File: src/rtl/player_hit_judge.sv
// Player-plane collision/damage judge: two-stage overlap pipeline feeding an ALIVE/INVUL/DEAD FSM.
// Optional blink during invulnerability is enabled by defining PLAYER_HIT_BLINK_EN.
module player_hit_judge #(
    parameter int PLANE_W      = 50,
    parameter int PLANE_H      = 50,
    parameter int BULLET_W     = 8,
    parameter int BULLET_H     = 8,
    parameter int INIT_LIVES   = 3,
    parameter int INVUL_FRAMES = 60,
    parameter int BLINK_FRAMES = 4
) (
    input  logic       clk,
    input  logic       rst,
    input  logic       frame_tick,
    input  logic       restart,
    input  logic [9:0] pp_x,
    input  logic [9:0] pp_y,
    input  logic [9:0] eb_x,
    input  logic [9:0] eb_y,
    input  logic       eb_valid,
    output logic       eb_consume,
    output logic       hit_pulse,
    output logic [2:0] lives,
    output logic       invuln,
    output logic       blink_vis,
    output logic       game_over
);

    typedef enum logic [1:0] {ALIVE, INVUL, DEAD} state_t;

    localparam logic [10:0] PW     = 11'(PLANE_W);
    localparam logic [10:0] PH     = 11'(PLANE_H);
    localparam logic [10:0] BW     = 11'(BULLET_W);
    localparam logic [10:0] BH     = 11'(BULLET_H);
    localparam logic [2:0]  LIVES0 = 3'(INIT_LIVES);
    localparam logic [7:0]  INV0   = 8'(INVUL_FRAMES);

    logic [9:0] px_p1, py_p1, bx_p1, by_p1;
    logic       vld_p1;
    logic       coll;

    state_t     state_q, state_d;
    logic [2:0] lives_d;
    logic [7:0] inv_cnt_q, inv_cnt_d;
    logic       consume_d, hit_d, blink_vis_d;

    // Stage 1: register positions and bullet valid
    always_ff @(posedge clk or posedge rst) begin
        if (rst) begin
            px_p1  <= '0;
            py_p1  <= '0;
            bx_p1  <= '0;
            by_p1  <= '0;
            vld_p1 <= 1'b0;
        end else begin
            px_p1  <= pp_x;
            py_p1  <= pp_y;
            bx_p1  <= eb_x;
            by_p1  <= eb_y;
            vld_p1 <= eb_valid;
        end
    end

    // Stage 2: strict overlap on 11-bit sums, so a bullet near x=1023 never wraps onto x=0
    assign coll = vld_p1
                  && ({1'b0, bx_p1} + BW > {1'b0, px_p1})
                  && ({1'b0, bx_p1} < {1'b0, px_p1} + PW)
                  && ({1'b0, by_p1} + BH > {1'b0, py_p1})
                  && ({1'b0, by_p1} < {1'b0, py_p1} + PH);

`ifdef PLAYER_HIT_BLINK_EN
    localparam logic [3:0] BLINK_LAST = 4'(BLINK_FRAMES - 1);
    logic [3:0] blink_cnt_q, blink_cnt_d;
    logic       phase_q, phase_d;
`endif

    always_comb begin
        state_d   = state_q;
        lives_d   = lives;
        inv_cnt_d = inv_cnt_q;
        consume_d = 1'b0;
        hit_d     = 1'b0;
`ifdef PLAYER_HIT_BLINK_EN
        blink_cnt_d = blink_cnt_q;
        phase_d     = phase_q;
`endif
        if (restart) begin
            state_d   = ALIVE;
            lives_d   = LIVES0;
            inv_cnt_d = '0;
`ifdef PLAYER_HIT_BLINK_EN
            blink_cnt_d = '0;
            phase_d     = 1'b0;
`endif
        end else begin
            case (state_q)
                ALIVE: begin
                    if (coll) begin
                        lives_d   = lives - 3'd1;
                        consume_d = 1'b1;
                        hit_d     = 1'b1;
                        if (lives == 3'd1) begin
                            state_d = DEAD;
                        end else begin
                            state_d   = INVUL;
                            inv_cnt_d = INV0;
`ifdef PLAYER_HIT_BLINK_EN
                            blink_cnt_d = '0;
                            phase_d     = 1'b0;
`endif
                        end
                    end
                end
                INVUL: begin
                    if (frame_tick) begin
                        inv_cnt_d = inv_cnt_q - 8'd1;
                        if (inv_cnt_q == 8'd1) state_d = ALIVE;
`ifdef PLAYER_HIT_BLINK_EN
                        if (blink_cnt_q == BLINK_LAST) begin
                            blink_cnt_d = '0;
                            phase_d     = ~phase_q;
                        end else begin
                            blink_cnt_d = blink_cnt_q + 4'd1;
                        end
`endif
                    end
                end
                DEAD:    lives_d = '0;
                default: state_d = ALIVE;
            endcase
        end

`ifdef PLAYER_HIT_BLINK_EN
        case (state_d)
            ALIVE:   blink_vis_d = 1'b1;
            INVUL:   blink_vis_d = phase_d;
            default: blink_vis_d = 1'b0;
        endcase
`else
        // BLINK_FRAMES is at least 1, so the second term is constant 0 in this build
        blink_vis_d = (state_d != DEAD) || (BLINK_FRAMES == 0);
`endif
    end

    always_ff @(posedge clk or posedge rst) begin
        if (rst) begin
            state_q    <= ALIVE;
            lives      <= LIVES0;
            inv_cnt_q  <= '0;
            eb_consume <= 1'b0;
            hit_pulse  <= 1'b0;
            invuln     <= 1'b0;
            game_over  <= 1'b0;
            blink_vis  <= 1'b1;
        end else begin
            state_q    <= state_d;
            lives      <= lives_d;
            inv_cnt_q  <= inv_cnt_d;
            eb_consume <= consume_d;
            hit_pulse  <= hit_d;
            invuln     <= (state_d == INVUL);
            game_over  <= (state_d == DEAD);
            blink_vis  <= blink_vis_d;
        end
    end

`ifdef PLAYER_HIT_BLINK_EN
    always_ff @(posedge clk or posedge rst) begin
        if (rst) begin
            blink_cnt_q <= '0;
            phase_q     <= 1'b0;
        end else begin
            blink_cnt_q <= blink_cnt_d;
            phase_q     <= phase_d;
        end
    end
`endif

endmodule

File: config.mk
export PLATFORM = sky130hd
export DESIGN_NAME = player_hit_judge
export DESIGN_NICKNAME = d
export VERILOG_FILES = /design/src/rtl/player_hit_judge.sv
export SDC_FILE = /design/constraint.sdc
export NUM_CORES = 1
export LEC_CHECK = 0
export CAP_MARGIN = 40
export CORE_ASPECT_RATIO = 2
export CORE_MARGIN = 10
export CORE_UTILIZATION = 40
export DETAILED_ROUTE_END_ITERATION = 10
export PLACE_DENSITY = 0.68
export SLEW_MARGIN = 10
export SYNTH_ARGS = -nofsm -noshare
export SYNTH_HDL_FRONTEND = slang
export SYNTH_SLANG_ARGS = --single-unit
File: constraint.sdc
create_clock -name clk -period 2.8 [get_ports clk]
set_clock_uncertainty 0.1 [all_clocks]
set_input_delay 0.28 -clock clk [delete_from_list [all_inputs] [get_ports clk]]
set_output_delay 0.28 -clock clk [all_outputs]
set_load 0.02 [all_outputs]
# [Word-level counts from Yosys, hierarchy flattened]
# Index checks and enable logic that the tools add are counted.
[totals] ff_bits=58 latch_bits=0 ram_bits=0 rom_bits=0 inputBits=45 out_inout_bits=8 elab_cells=58 mem_count=0
[op_classes] add_sub_neg=6 n_mul=0 n_div=0 n_lt_le_gt_ge=4 n_eq_ne=10 shifts=0 mux=17 bitwise=0 reduce_logical=9
[ops] cell="$mux W8" count=4
[ops] cell="$add A10 B4 Y11 const B" count=2
[ops] cell="$add A10 B6 Y11 const B" count=2
[ops] cell="$gt A11 B10 Y1" count=2
[ops] cell="$lt A10 B11 Y1" count=2
[ops] cell="$pmux W8 S2" count=1
[ops] cell="$mux W2" count=5
[ops] cell="$ne A3 B3 Y1 const B" count=3
[ops] cell="$eq A8 B1 Y1 const B" count=1
[ops] cell="$sub A8 B1 Y8 const B" count=1
[ops] cell="$mux W3" count=2
[ops] cell="$pmux W2 S3" count=1
[ops] cell="$pmux W3 S2" count=1
[ops] cell="$reduce_bool A3 Y1" count=2
[ops] cell="$eq A2 B1 Y1 const B" count=2
[ops] cell="$eq A2 B2 Y1 const B" count=2
[ops] cell="$logic_and A1 B1 Y1" count=4
[ops] cell="$reduce_and A4 Y1" count=1
[ops] cell="$eq A3 B1 Y1 const B" count=1
[ops] cell="$mux W1" count=3
[ops] cell="$sub A3 B1 Y3 const B" count=1
[ops] cell="$logic_not A2 Y1" count=1
[ops] cell="$ne A2 B2 Y1 const B" count=1
[ops] cell="$reduce_and A2 Y1" count=1

# [Depth between registers and ports, before layout]
# Gate-level depths: netlist of run 1.
[depth] depth_word=10 depth_mapped=14 depth_no_buf=13

# [Least setup slack after synthesis of run 1]
# No wires, ideal clock.
[synth_path] path_kind="reg2reg" from="reg bx_p1[3]" to="reg lives[2]" setup_time_ns=0.082 t_arrival_ns=2.720 path_slack_ns=-0.102 stages_incl_launch_ff=13 n_path_buf=1 synth_period_minus_slack_ns=2.902 cell_sequence="dfrtp_1 ha_1 nand3_1 xnor2_1 ha_1 a211oi_2 nor2_1 or4_1 o2111ai_1 nor4_2 buf_6 a211o_1 a31oi_1"
[synth_via] elab_chain_len=8 elab_cells_between_ends=9 classes_between="add/sub (1); order compare (2); eq/ne (1); reduce/logical (5)"
[synth_lines] element="from (decl)" line_no="38" rtl="logic [9:0] px_p1, py_p1, bx_p1, by_p1;"
[synth_lines] element="from (signal assigned)" line_no="52" rtl="bx_p1 <= '0;"
[synth_lines] element="from (signal assigned)" line_no="58" rtl="bx_p1 <= eb_x;"
[synth_lines] element="$add A10 B4 Y11" line_no="66" rtl="&& ({1'b0, bx_p1} + BW > {1'b0, px_p1})"
[synth_lines] element="$gt A11 B10 Y1" line_no="66"
[synth_lines] element="$logic_and A1 B1 Y1" line_no="66"
[synth_lines] element="$logic_and A1 B1 Y1 *" line_no="67" rtl="&& ({1'b0, bx_p1} < {1'b0, px_p1} + PW)"
[synth_lines] element="$logic_and A1 B1 Y1 *" line_no="68" rtl="&& ({1'b0, by_p1} + BH > {1'b0, py_p1})"
[synth_lines] element="$logic_and A1 B1 Y1 *" line_no="69" rtl="&& ({1'b0, by_p1} < {1'b0, py_p1} + PH);"
[synth_lines] element="$ne A3 B3 Y1 (no source line) *"
[synth_lines] element="$reduce_and A2 Y1 (no source line) *"
[synth_lines] element="to (signal assigned)" line_no="157" rtl="lives <= lives_d;"
[synth_lines] element="to (decl)" line_no="23" rtl="output logic [2:0] lives,"
# Every way passes the cells marked *; elsewhere a longest branch is shown, timed or not.
# A chain may end at the register's enable or synchronous reset.

# [Final worst setup path of run 1]
[layout_path] from="reg bx_p1[3]" to="reg blink_vis"
[layout_via] elab_chain_len=10 elab_cells_between_ends=11 classes_between="add/sub (1); order compare (2); eq/ne (1); mux (3); reduce/logical (4)"
[layout_lines] element="$add A10 B4 Y11" line_no="66"
[layout_lines] element="$gt A11 B10 Y1" line_no="66"
[layout_lines] element="$logic_and A1 B1 Y1" line_no="66"
[layout_lines] element="$logic_and A1 B1 Y1 *" line_no="67"
[layout_lines] element="$logic_and A1 B1 Y1 *" line_no="68"
[layout_lines] element="$logic_and A1 B1 Y1 *" line_no="69"
[layout_lines] element="$mux W2 *" line_no="98" rtl="if (coll) begin"
[layout_lines] element="$pmux W2 S3 *" line_no="96" rtl="case (state_q)"
[layout_lines] element="$mux W2 *" line_no="87" rtl="if (restart) begin"
[layout_lines] element="$ne A2 B2 Y1 *" line_no="141" rtl="blink_vis_d = (state_d != DEAD) || (BLINK_FRAMES == 0);"
[layout_lines] element="named net blink_vis_d" line_no="45" rtl="logic consume_d, hit_d, blink_vis_d;"
[layout_lines] element="to (signal assigned)" line_no="163" rtl="blink_vis <= blink_vis_d;"
[layout_lines] element="to (decl)" line_no="25" rtl="output logic blink_vis,"
# Mark *: on every way through the listed nets, which the timed path passes. The rest lies on a longest branch.

==> impl_summary.txt, run 1 <==
----------------------------------------------------
[Global route]
  GRT Overall Usage ... 14.2%
  First-pass GRT wire length ... 14,400 µm
  Number of global-route vias before repair ... 3,134
  Maximum number of pins on one net before global-route repair ... 33
  Number of antenna violations at the first check in global routing ... 0
  Total grt overflow ... 0

[Placed design]
  Instance count after placement with tap cells included ... 502
  Final weighted congestion in routability-driven placement ... 0.876
  Placed wire-length estimate ... 6650 µm
  Number of port buffers ... 52

[Clocking]
  CTS hold repair buffers ... 0
  Number of clock buffers inserted by TritonCTS ... 9
  TritonCTS clock tree ... built
  Count of clock tree sinks ... 58
  Clock transition at path regs ... 50 ps
  CTS H-Tree Depth ... 3
  Max Buffers Root-to-Sink ... 2
  Clock root buffer master ... clkbuf_16
  Source-to-sink clock delay at the later pin of the worst-skew pair ... 330 ps

[Final layout]
  Core utilization of the finished layout ... 58.6%
  Fraction of final layout cells sized beyond drive strength 1 ... 24.5%
  Non-filler instance count after layout ... 531
  Diodes inserted ... 0
  Most common library cell in the layout ignoring fill and taps ... dfrtp_1
  Area grow syn2layout ... 43.7%
  Total of fill cells in the finished design ... 690
  Highest-count cells in the layout ignoring fill and taps ... dfrtp_1, clkdlybuf4s50_1, ha_1
  # nets final ... 519

[Critical path]
  Slowest CP cell ... dfrtp_1
  Worst setup path startpoint ... bx_p1[3]$_DFF_PP0_
  Series of cell instances along the critical path ... ha_4 > nand3_4 > xnor2_2 > ha_1 > nand4_1 > or2_1 > a21oi_2 > o2111ai_2 > nor4_4 > buf_6 > a21oi_4 > or3_1
  Buffers & Inverters on Critical Path ... 1
  Worst reg2reg path depth ... 12
  Capturing point of the worst reg2reg path ... blink_vis$_DFF_PP1_
  Worst path arrival time ... 3160 ps
  Reg-to-Reg Start ... bx_p1[3]$_DFF_PP0_
  Family of cells with the greatest summed delay on the critical path ... simple AND/OR/NAND/NOR gates
  Minimum setup slack among reg-to-reg paths ... -210 ps
  Required time reported for the critical path endpoint ... 2950 ps
  Type of the worst setup path ... flop to flop
  Kind of start point of the critical path ... flop
  Crit-path max FO ... 6
  Worst path max stage delay ... 400 ps
  Element type at the critical path end ... flop

[Power and ir drop]
  Sw frac ... 25.7%
  PD cells ... 516 nW/µm²
  Maximum ir drop on the vdd rail ... 0.000351 V
  Internal power ... 0.00185 W
  Total leakage power ... 2.21 nW
  Net Switching ... 0.000640 W
  Part of the total power dissipated in the clock network ... 44.7%
  Proportion of power drawn by flip-flops and latches ... 37.1%
  Share of total power in combinational logic ... 18.2%

[STA]
  Shortest period the worst path allows ... 3010 ps
  Final number of max-transition violations ... 0
  Tcrit/Tclk final ... 107%
  Final Hold Fails ... 0
  Setup repair after global routing missed its margin ... true
  Total negative slack ... -2550 ps
  Slew Limit Headroom ... 43.5%
  Transition time at the pin with the least slew margin ... 847 ps
  Final WS setup ... -206 ps
  Achievable Freq ... 0.333 GHz
  Final number of setup-violating endpoints ... 17

[Die]
  Die Span Y ... 150 µm
  Initial core utilization ... 40.8%
  Rows ... 47
  I/O pin cnt ... 53
  Floorplan die area ... 12,700 µm²
  Placeable core region ... 8230 µm²
  Die Width ... 84.8 µm

[Run status]
  Run status ... finished, violations left
  Violated checks ... setup timing

[Yosys]
  Cell count after synthesis ... 328
  Number of enable-type register cells in the synthesized netlist ... 0
  Count of synthesis-stage warnings from yosys ... 0
  Average instance area after synthesis ... 10.2 µm²
  Primary FF master, synth ... dfrtp_1
  Post-synth ARST share ... 100%
  Share of the yosys chip area belonging to registers ... 43.3%
  Number of nets produced by synthesis ... 419
  Cell area after technology mapping ... 3360 µm²
  Number of synthesized register bits ... 58
  Distinct cell type count of the synthesized netlist ... 49

[Route]
  Total Routed Length ... 8790 µm
  DRC marker count from the first detailed-route iteration ... 69
  Pre-Repair DR Iteration Count ... 4
  Number of vias in the routed layout ... 2,849
  Remaining design rule violation count ... 0
  Average routed wire per standard cell ... 16.6 µm
  Mean number of vias per cell ... 5.37
  Antenna-violating nets left ... 0

[Min path]
  Path type of the worst min-delay path ... input pin to asynchronous set/reset pin

[Run]
  Max-capacitance violation count ... 0

----------------------------------------------------
## metrics by stage
stage	total power [W]	hold WS (ps)	worst slack [ps]	instance area (µm²)
after floorplan	0.00116	211	0.832	3380
after global placement	0.00132	415	-135	4210
after detailed placement	0.00133	422	-216	4210
after CTS	0.00250	275	-86.4	4750
after global routing	0.00260	275	-335	4830
final	0.00249	275	-206	4830
## registers in the layout, summed over array words and instances, names as in the netlist, 2 cells and up
register,cells
py_p1,10
inv_cnt_q,8
px_p1,10
lives,3
bx_p1,10
state_q,2
by_p1,10
## cell usage after synthesis (5+ instances only)
library cell | instances | share of area, %
dfrtp_1 | 55 | 41
ha_1 | 46 | 17
inv_1 | 33 | 3.7
a21oi_1 | 22 | 3.3
xnor2_1 | 20 | 5.2
nand2_1 | 16 | 1.8
nor2_1 | 16 | 1.8
nand3_1 | 15 | 2.2
nor3_1 | 12 | 1.8
o21ai_0 | 7 | 1.0
a21o_1 | 6 | 1.3
nand4_1 | 6 | 1.1
and3_1 | 5 | 0.93
clkbuf_1 | 5 | 0.56
## power groups by stage
stage	combinational [W]	clock, W	sequential [W]
floorplan	0.000229	0	0.000931
global placement	0.000388	0	0.000933
detailed placement	0.000399	0	0.000934
CTS	0.000444	0.00113	0.000923
global route	0.000506	0.00116	0.000930
finish	0.000454	0.00111	0.000925
## metal layers
| layer | track usage, % | vias to the layer above | share of wire, % |
|---|---|---|---|
| met3 | 3.92 | 30 | 3.7 |
| li1 | - | 1375 | - |
| met4 | 9.11 | 0 | 4.6 |
| met2 | 27.2 | 64 | 58 |
| met5 | 0 | - | 0 |
| met1 | 12.4 | 1380 | 34 |
## worst max path at each step
stage	to	slack, ps	depth (start not counted)
floorplan	lives[2]$_DFFE_PP0P_	0.8	12
global placement	lives[2]$_DFFE_PP0P_	-130	12
detailed placement	inv_cnt_q[3]$_DFFE_PP0P_	-220	13
CTS	blink_vis$_DFF_PP1_	-90	13
global route	blink_vis$_DFF_PP1_	-340	12
finish	blink_vis$_DFF_PP1_	-210	12
## what timing repair did
action,4_1_cts,5_1_grt
endpoints found under the hold margin,0,0
gates resized for setup,30,11
setup endpoints to repair,17,17
setup buffers,10,2
gates cloned,1,0
pin swaps,15,17
## cell type report
cell class | count | area, µm² | share of cell area (%)
Multi-Input combinational cell | 229 | 1950 | 40.4
Sequential cell | 58 | 1460 | 30.1
Timing Repair Buffer | 97 | 870 | 18.0
Clock buffer | 11 | 253 | 5.23
Inverter | 33 | 124 | 2.57
Tap cell | 98 | 123 | 2.54
Clock inverter | 5 | 52.6 | 1.09
## kinds of logic (layout without fill, tap and decap cells)
kind of cell | count (synthesis) | after routing | share of synthesized area [%]
adder cells (fa/ha/maj) | 46 | 46 | 17.1
flip-flops | 58 | 58 | 43.3
XOR/XNOR | 23 | 23 | 6.00
AND/OR/NAND/NOR | 95 | 95 | 15.6
AO/OA/AOI/OAI | 64 | 64 | 12.6
buffers and inverters | 41 | 146 | 5.10
multiplexers | 1 | 1 | 0.298
Power figures use the tool's default switching activity.
==> inputs of run 2 (changes only) <==
--- a/config.mk
+++ b/config.mk
@@ -10,6 +10,7 @@
 export CORE_MARGIN = 10
 export CORE_UTILIZATION = 40
 export DETAILED_ROUTE_END_ITERATION = 10
+export GPL_TIMING_DRIVEN = 0
 export PLACE_DENSITY = 0.68
 export SLEW_MARGIN = 10
 export SYNTH_ARGS = -nofsm -noshare
==> impl_summary.txt, run 2 (synthesis results as in run 1) <==
----------------------------------------------------
[Critical path]
  Minimum setup slack among reg-to-reg paths ... -240 ps
  Series of cell instances along the critical path ... ha_2 > a21oi_4 > xnor2_1 > ha_1 > a211oi_2 > nor2_1 > o21ai_1 > a31oi_2 > nor4_4 > buf_4 > buf_6 > nand3b_1 > a31o_2
  Reg-to-Reg Start ... px_p1[2]$_DFF_PP0_
  Worst path arrival time ... 3160 ps
  Kind of start point of the critical path ... flop
  Required time reported for the critical path endpoint ... 2920 ps
  Slowest CP cell ... dfrtp_1
  Capturing point of the worst reg2reg path ... inv_cnt_q[7]$_DFFE_PP0P_
  Worst reg2reg path depth ... 13
  Type of the worst setup path ... flop to flop
  Element type at the critical path end ... flop
  Crit-path max FO ... 5
  Worst path max stage delay ... 400 ps
  Family of cells with the greatest summed delay on the critical path ... compound AO/OA/AOI/OAI gates
  Buffers & Inverters on Critical Path ... 2

[STA]
  Setup repair after global routing missed its margin ... true
  Tcrit/Tclk final ... 109%
  Slew Limit Headroom ... 47.9%
  Final number of setup-violating endpoints ... 17
  Final WS setup ... -239 ps
  Shortest period the worst path allows ... 3040 ps
  Final Hold Fails ... 0
  Achievable Freq ... 0.329 GHz
  Transition time at the pin with the least slew margin ... 781 ps
  Final number of max-transition violations ... 0

[Global route]
  Global routing met2 resource utilization ... 25.8%
  Maximum number of pins on one net before global-route repair ... 37
  Grt met3 use ... 4.35%
  Number of global-route vias before repair ... 3,049
  Most Crowded Layer GR ... met2
  Total grt overflow ... 0
  Number of antenna violations at the first check in global routing ... 0
  First-pass GRT wire length ... 13,700 µm
  Met1 demand-to-capacity share in global routing ... 11.7%
  GRT Overall Usage ... 13.6%

[Min path]
  Path type of the worst min-delay path ... input pin to flop
  Worst Hold Path EP ... bx_p1[1]$_DFF_PP0_
  Hold Crit Depth ... 1
  Min-delay src ... eb_x[1]

[Clocking]
  Max Buffers Root-to-Sink ... 2
  TritonCTS clock tree ... built
  CTS H-Tree Depth ... 3
  Clock transition at path regs ... 60 ps
  Count of clock tree sinks ... 58
  Clock root buffer master ... clkbuf_16
  Source-to-sink clock delay at the later pin of the worst-skew pair ... 330 ps
  Number of clock buffers inserted by TritonCTS ... 9

[Die]
  Die Width ... 84.8 µm
  I/O pin cnt ... 53
  Rows ... 47
  Placeable core region ... 8230 µm²
  Initial core utilization ... 40.8%
  Floorplan die area ... 12,700 µm²
  Die Span Y ... 150 µm

[Final layout]
  Area grow syn2layout ... 42.0%
  Most common library cell in the layout ignoring fill and taps ... clkdlybuf4s50_1
  Total of fill cells in the finished design ... 700
  Highest-count cells in the layout ignoring fill and taps ... clkdlybuf4s50_1, dfrtp_1, ha_1
  # nets final ... 503
  Fraction of final layout cells sized beyond drive strength 1 ... 23.3%
  Non-filler instance count after layout ... 515
  Diodes inserted ... 0

[Placed design]
  Placed wire-length estimate ... 6340 µm
  Number of port buffers ... 52
  Instance count after placement with tap cells included ... 479
  Final weighted congestion in routability-driven placement ... 0.868

[Route]
  Average routed wire per standard cell ... 16.9 µm
  Mean number of vias per cell ... 5.37
  Pre-Repair DR Iteration Count ... 4
  Antenna-violating nets left ... 0
  Remaining design rule violation count ... 0
  Total Routed Length ... 8690 µm
  Number of vias in the routed layout ... 2,764
  DRC marker count from the first detailed-route iteration ... 58

[Run status]
  Run status ... finished, violations left
  Violated checks ... setup timing

[Run]
  Max-capacitance violation count ... 0

[Power and ir drop]
  PD cells ... 532 nW/µm²
  Maximum ir drop on the vdd rail ... 0.000443 V
  Total leakage power ... 2.11 nW
  Final total power ... 0.00254 W

----------------------------------------------------
==> run 2: per-layer routing <==
metal | wire (µm) | up-vias
met5 | 0 | -
met4 | 320 | 0
met3 | 351 | 25
met2 | 5080 | 66
met1 | 2940 | 1333
li1 | - | 1340
==> run 2: report_power, final <==
group	internal, W	switching, W
Combinational	0.000229	0.000214
Sequential	0.000882	0.0000467
Clock	0.000775	0.000390
Total	0.00189	0.000651
==> run 2: stage by stage <==
stage                     util (%)  instance area (µm²)  setup TNS, ps  hold WS, ps  worst slack [ps]
after detailed placement      49.2                 4050          -8040          406              -630
after global routing          57.9                 4770          -4950          279              -414
final                         57.9                 4770          -2350          282              -239
after global placement        48.8                 4020          -8180          399              -574
after floorplan                  -                 3380              0          211             0.832
after CTS                     56.3                 4630          -2450          274              -216
==> run 2: area by class of cell <==
type                       instances  area [µm²]  area share, %
timing repair buffer              73         706           14.8
buffer                             8        47.5          0.997
multi-input combinational        229        1990           41.7
sequential                        58        1460           30.7
inverter                          33         124           2.60
tap                               98         123           2.57
clock inverter                     7        93.8           1.97
clock buffer                       9         225           4.72
==> run 2: worst max path at each step <==
stage	depth (start not counted)	startpoint	end	slack (ps)
after floorplan	12	bx_p1[3]$_DFF_PP0_	lives[2]$_DFFE_PP0P_	0.8
after global placement	12	px_p1[1]$_DFF_PP0_	inv_cnt_q[3]$_DFFE_PP0P_	-570
after detailed placement	12	px_p1[1]$_DFF_PP0_	inv_cnt_q[3]$_DFFE_PP0P_	-630
after CTS	14	py_p1[2]$_DFF_PP0_	blink_vis$_DFF_PP1_	-220
after global routing	13	px_p1[2]$_DFF_PP0_	inv_cnt_q[7]$_DFFE_PP0P_	-410
final	13	px_p1[2]$_DFF_PP0_	inv_cnt_q[7]$_DFFE_PP0P_	-240
==> run 2: timing repair <==
action	CTS	global route
buffers inserted	13	7
hold buffers	0	0
cloned	1	0
resized for setup	37	19
endpoints found under the setup margin	17	17
pin swaps	27	18
==> inputs of run 3 (changes only) <==
--- a/config.mk
+++ b/config.mk
@@ -9,9 +9,11 @@
 export CORE_ASPECT_RATIO = 2
 export CORE_MARGIN = 10
 export CORE_UTILIZATION = 40
+export CTS_CLUSTER_SIZE = 10
 export DETAILED_ROUTE_END_ITERATION = 10
 export GPL_TIMING_DRIVEN = 0
 export PLACE_DENSITY = 0.68
+export SKIP_CTS_REPAIR_TIMING = 1
 export SLEW_MARGIN = 10
 export SYNTH_ARGS = -nofsm -noshare
 export SYNTH_HDL_FRONTEND = slang
==> impl_summary.txt, run 3 (synthesis results as in run 1) <==
----------------------------------------------------
[Run status]
  Run status ... finished, violations left
  Violated checks ... setup timing

[Final layout]
  Footprint of the flip-flops and latches ... 1460 µm²
  # nets final ... 497
  Non-filler instance count after layout ... 509
  Total of fill cells in the finished design ... 710
  Area taken by multi-input logic gates ... 1930 µm²
  Most common library cell in the layout ignoring fill and taps ... clkdlybuf4s50_1
  Core utilization of the finished layout ... 56.6%
  Fraction of final layout cells sized beyond drive strength 1 ... 19.0%
  Diodes inserted ... 0
  Highest-count cells in the layout ignoring fill and taps ... clkdlybuf4s50_1, dfrtp_1, ha_1
  Area grow syn2layout ... 38.6%

[Global route]
  Maximum number of pins on one net before global-route repair ... 37
  Total grt overflow ... 0
  GRT Overall Usage ... 12.8%
  Number of antenna violations at the first check in global routing ... 0
  First-pass GRT wire length ... 12,800 µm
  Number of global-route vias before repair ... 2,899

[Critical path]
  Top cell by count, worst path ... buf_4
  Worst path arrival time ... 3250 ps
  Worst setup path startpoint ... bx_p1[3]$_DFF_PP0_
  Required time reported for the critical path endpoint ... 2940 ps
  Element type at the critical path end ... flop
  Worst path max stage delay ... 490 ps
  Crit-path max FO ... 5
  Type of the worst setup path ... flop to flop
  Reg-to-Reg Start ... bx_p1[3]$_DFF_PP0_
  Series of cell instances along the critical path ... ha_4 > buf_4 > xor2_1 > ha_1 > a21oi_2 > nor2_1 > or4_4 > o2111ai_4 > nor4_4 > buf_4 > buf_2 > a211o_1 > a31oi_1
  Kind of start point of the critical path ... flop
  Family of cells with the greatest summed delay on the critical path ... compound AO/OA/AOI/OAI gates
  Buffers & Inverters on Critical Path ... 3
  Slowest CP cell ... or4_4

[Clocking]
  Clock transition at path regs ... 60 ps
  Max Buffers Root-to-Sink ... 2
  TritonCTS clock tree ... built
  Count of clock tree sinks ... 58
  Source-to-sink clock delay at the later pin of the worst-skew pair ... 330 ps
  Number of clock buffers inserted by TritonCTS ... 9
  Clock root buffer master ... clkbuf_16
  CTS H-Tree Depth ... 3

[Die]
  Placeable core region ... 8230 µm²
  Die Span Y ... 150 µm
  Floorplan die area ... 12,700 µm²
  I/O pin cnt ... 53
  Rows ... 47
  Die Width ... 84.8 µm
  Initial core utilization ... 40.8%

[STA]
  Tcrit/Tclk final ... 111%
  Transition time at the pin with the least slew margin ... 784 ps
  Final Hold Fails ... 0
  Final number of setup-violating endpoints ... 17
  Setup repair after global routing missed its margin ... true
  Final number of max-transition violations ... 0
  Slew Limit Headroom ... 47.7%
  Final WS setup ... -312 ps
  Achievable Freq ... 0.321 GHz
  Shortest period the worst path allows ... 3110 ps

[Placed design]
  Instance count after placement with tap cells included ... 479
  Number of port buffers ... 52
  Placed wire-length estimate ... 6340 µm
  Final weighted congestion in routability-driven placement ... 0.868

[Power and ir drop]
  Maximum ir drop on the vdd rail ... 0.000436 V
  Total leakage power ... 2.08 nW
  PD cells ... 540 nW/µm²
  Final total power ... 0.00252 W

[Route]
  Average routed wire per standard cell ... 16.8 µm
  Antenna-violating nets left ... 0
  Pre-Repair DR Iteration Count ... 4
  Number of vias in the routed layout ... 2,716
  Mean number of vias per cell ... 5.34
  Remaining design rule violation count ... 0
  DRC marker count from the first detailed-route iteration ... 81
  Total Routed Length ... 8530 µm

[Min path]
  Min-delay src ... eb_x[1]
  Path type of the worst min-delay path ... input pin to flop

[Run]
  Max-capacitance violation count ... 0

----------------------------------------------------
run 3: cell types whose count changed in the layout (fill, tap and decap cells not counted), moves of 2 or more:
cell / delta
buf_4: -5
nand3_2: -2
a211oi_2: -2
ha_1: +2
dfrtp_1: +2
dfrtp_2: -2
a211oi_1: +2
ha_2: -2
buf_6: -2
run 3: worst paths after layout:
kind,endpoint,slack [ps],depth (start not counted)
max,lives[2]$_DFFE_PP0P_,-310,13
min,bx_p1[1]$_DFF_PP0_,290,1
max reg2reg,lives[2]$_DFFE_PP0P_,-310,13
min reg2reg,inv_cnt_q[5]$_DFFE_PP0P_,420,1
max in group asynchronous,lives[0]$_DFFE_PP1P_,1620,3
min in group asynchronous,bx_p1[5]$_DFF_PP0_,310,2
run 3: metrics by stage:
step / worst slack, ps / hold WS, ps / setup TNS, ps / area (µm²)
finish: -312 / 286 / -3540 / 4660
global route: -414 / 279 / -5950 / 4660
CTS: -672 / 275 / -9340 / 4370
detailed placement: -630 / 406 / -8040 / 4050
global placement: -574 / 399 / -8180 / 4020
floorplan: 0.832 / 211 / 0 / 3380
run 3: cell type report:
type                       count  area share [%]
multi-input combinational    229            41.5
sequential                    58            31.4
timing repair buffer          67            14.0
clock buffer                   9            4.84
inverter                      33            2.66
tap                           98            2.63
clock inverter                 7            2.02
buffer                         8            1.02
run 3: where the power goes:
group          leakage, nW  internal (W)  total, W  switching [W]
logic                 1.23      0.000216  0.000420       0.000204
clock network        0.151      0.000775   0.00117       0.000391
registers            0.696      0.000882  0.000930      0.0000482
run 3: worst register-to-register path, stage by stage, from the launching register on:
cell and delay [ps]:
dfrtp_2 440, ha_4 190, buf_4 130, xor2_1 140
ha_1 300, a21oi_2 130, nor2_1 50, or4_4 490
o2111ai_4 240, nor4_4 60, buf_4 160, buf_2 170
a211o_1 300, a31oi_1 140
run 3: metal layers:
layer / global-route usage (%) / vias up / wire length (µm)
met2: 24.5 / 74 / 4830
met5: 0 / - / 0
li1: - / 1326 / -
met3: 4.19 / 30 / 352
met1: 11.0 / 1286 / 2930
met4: 7.37 / 0 / 421
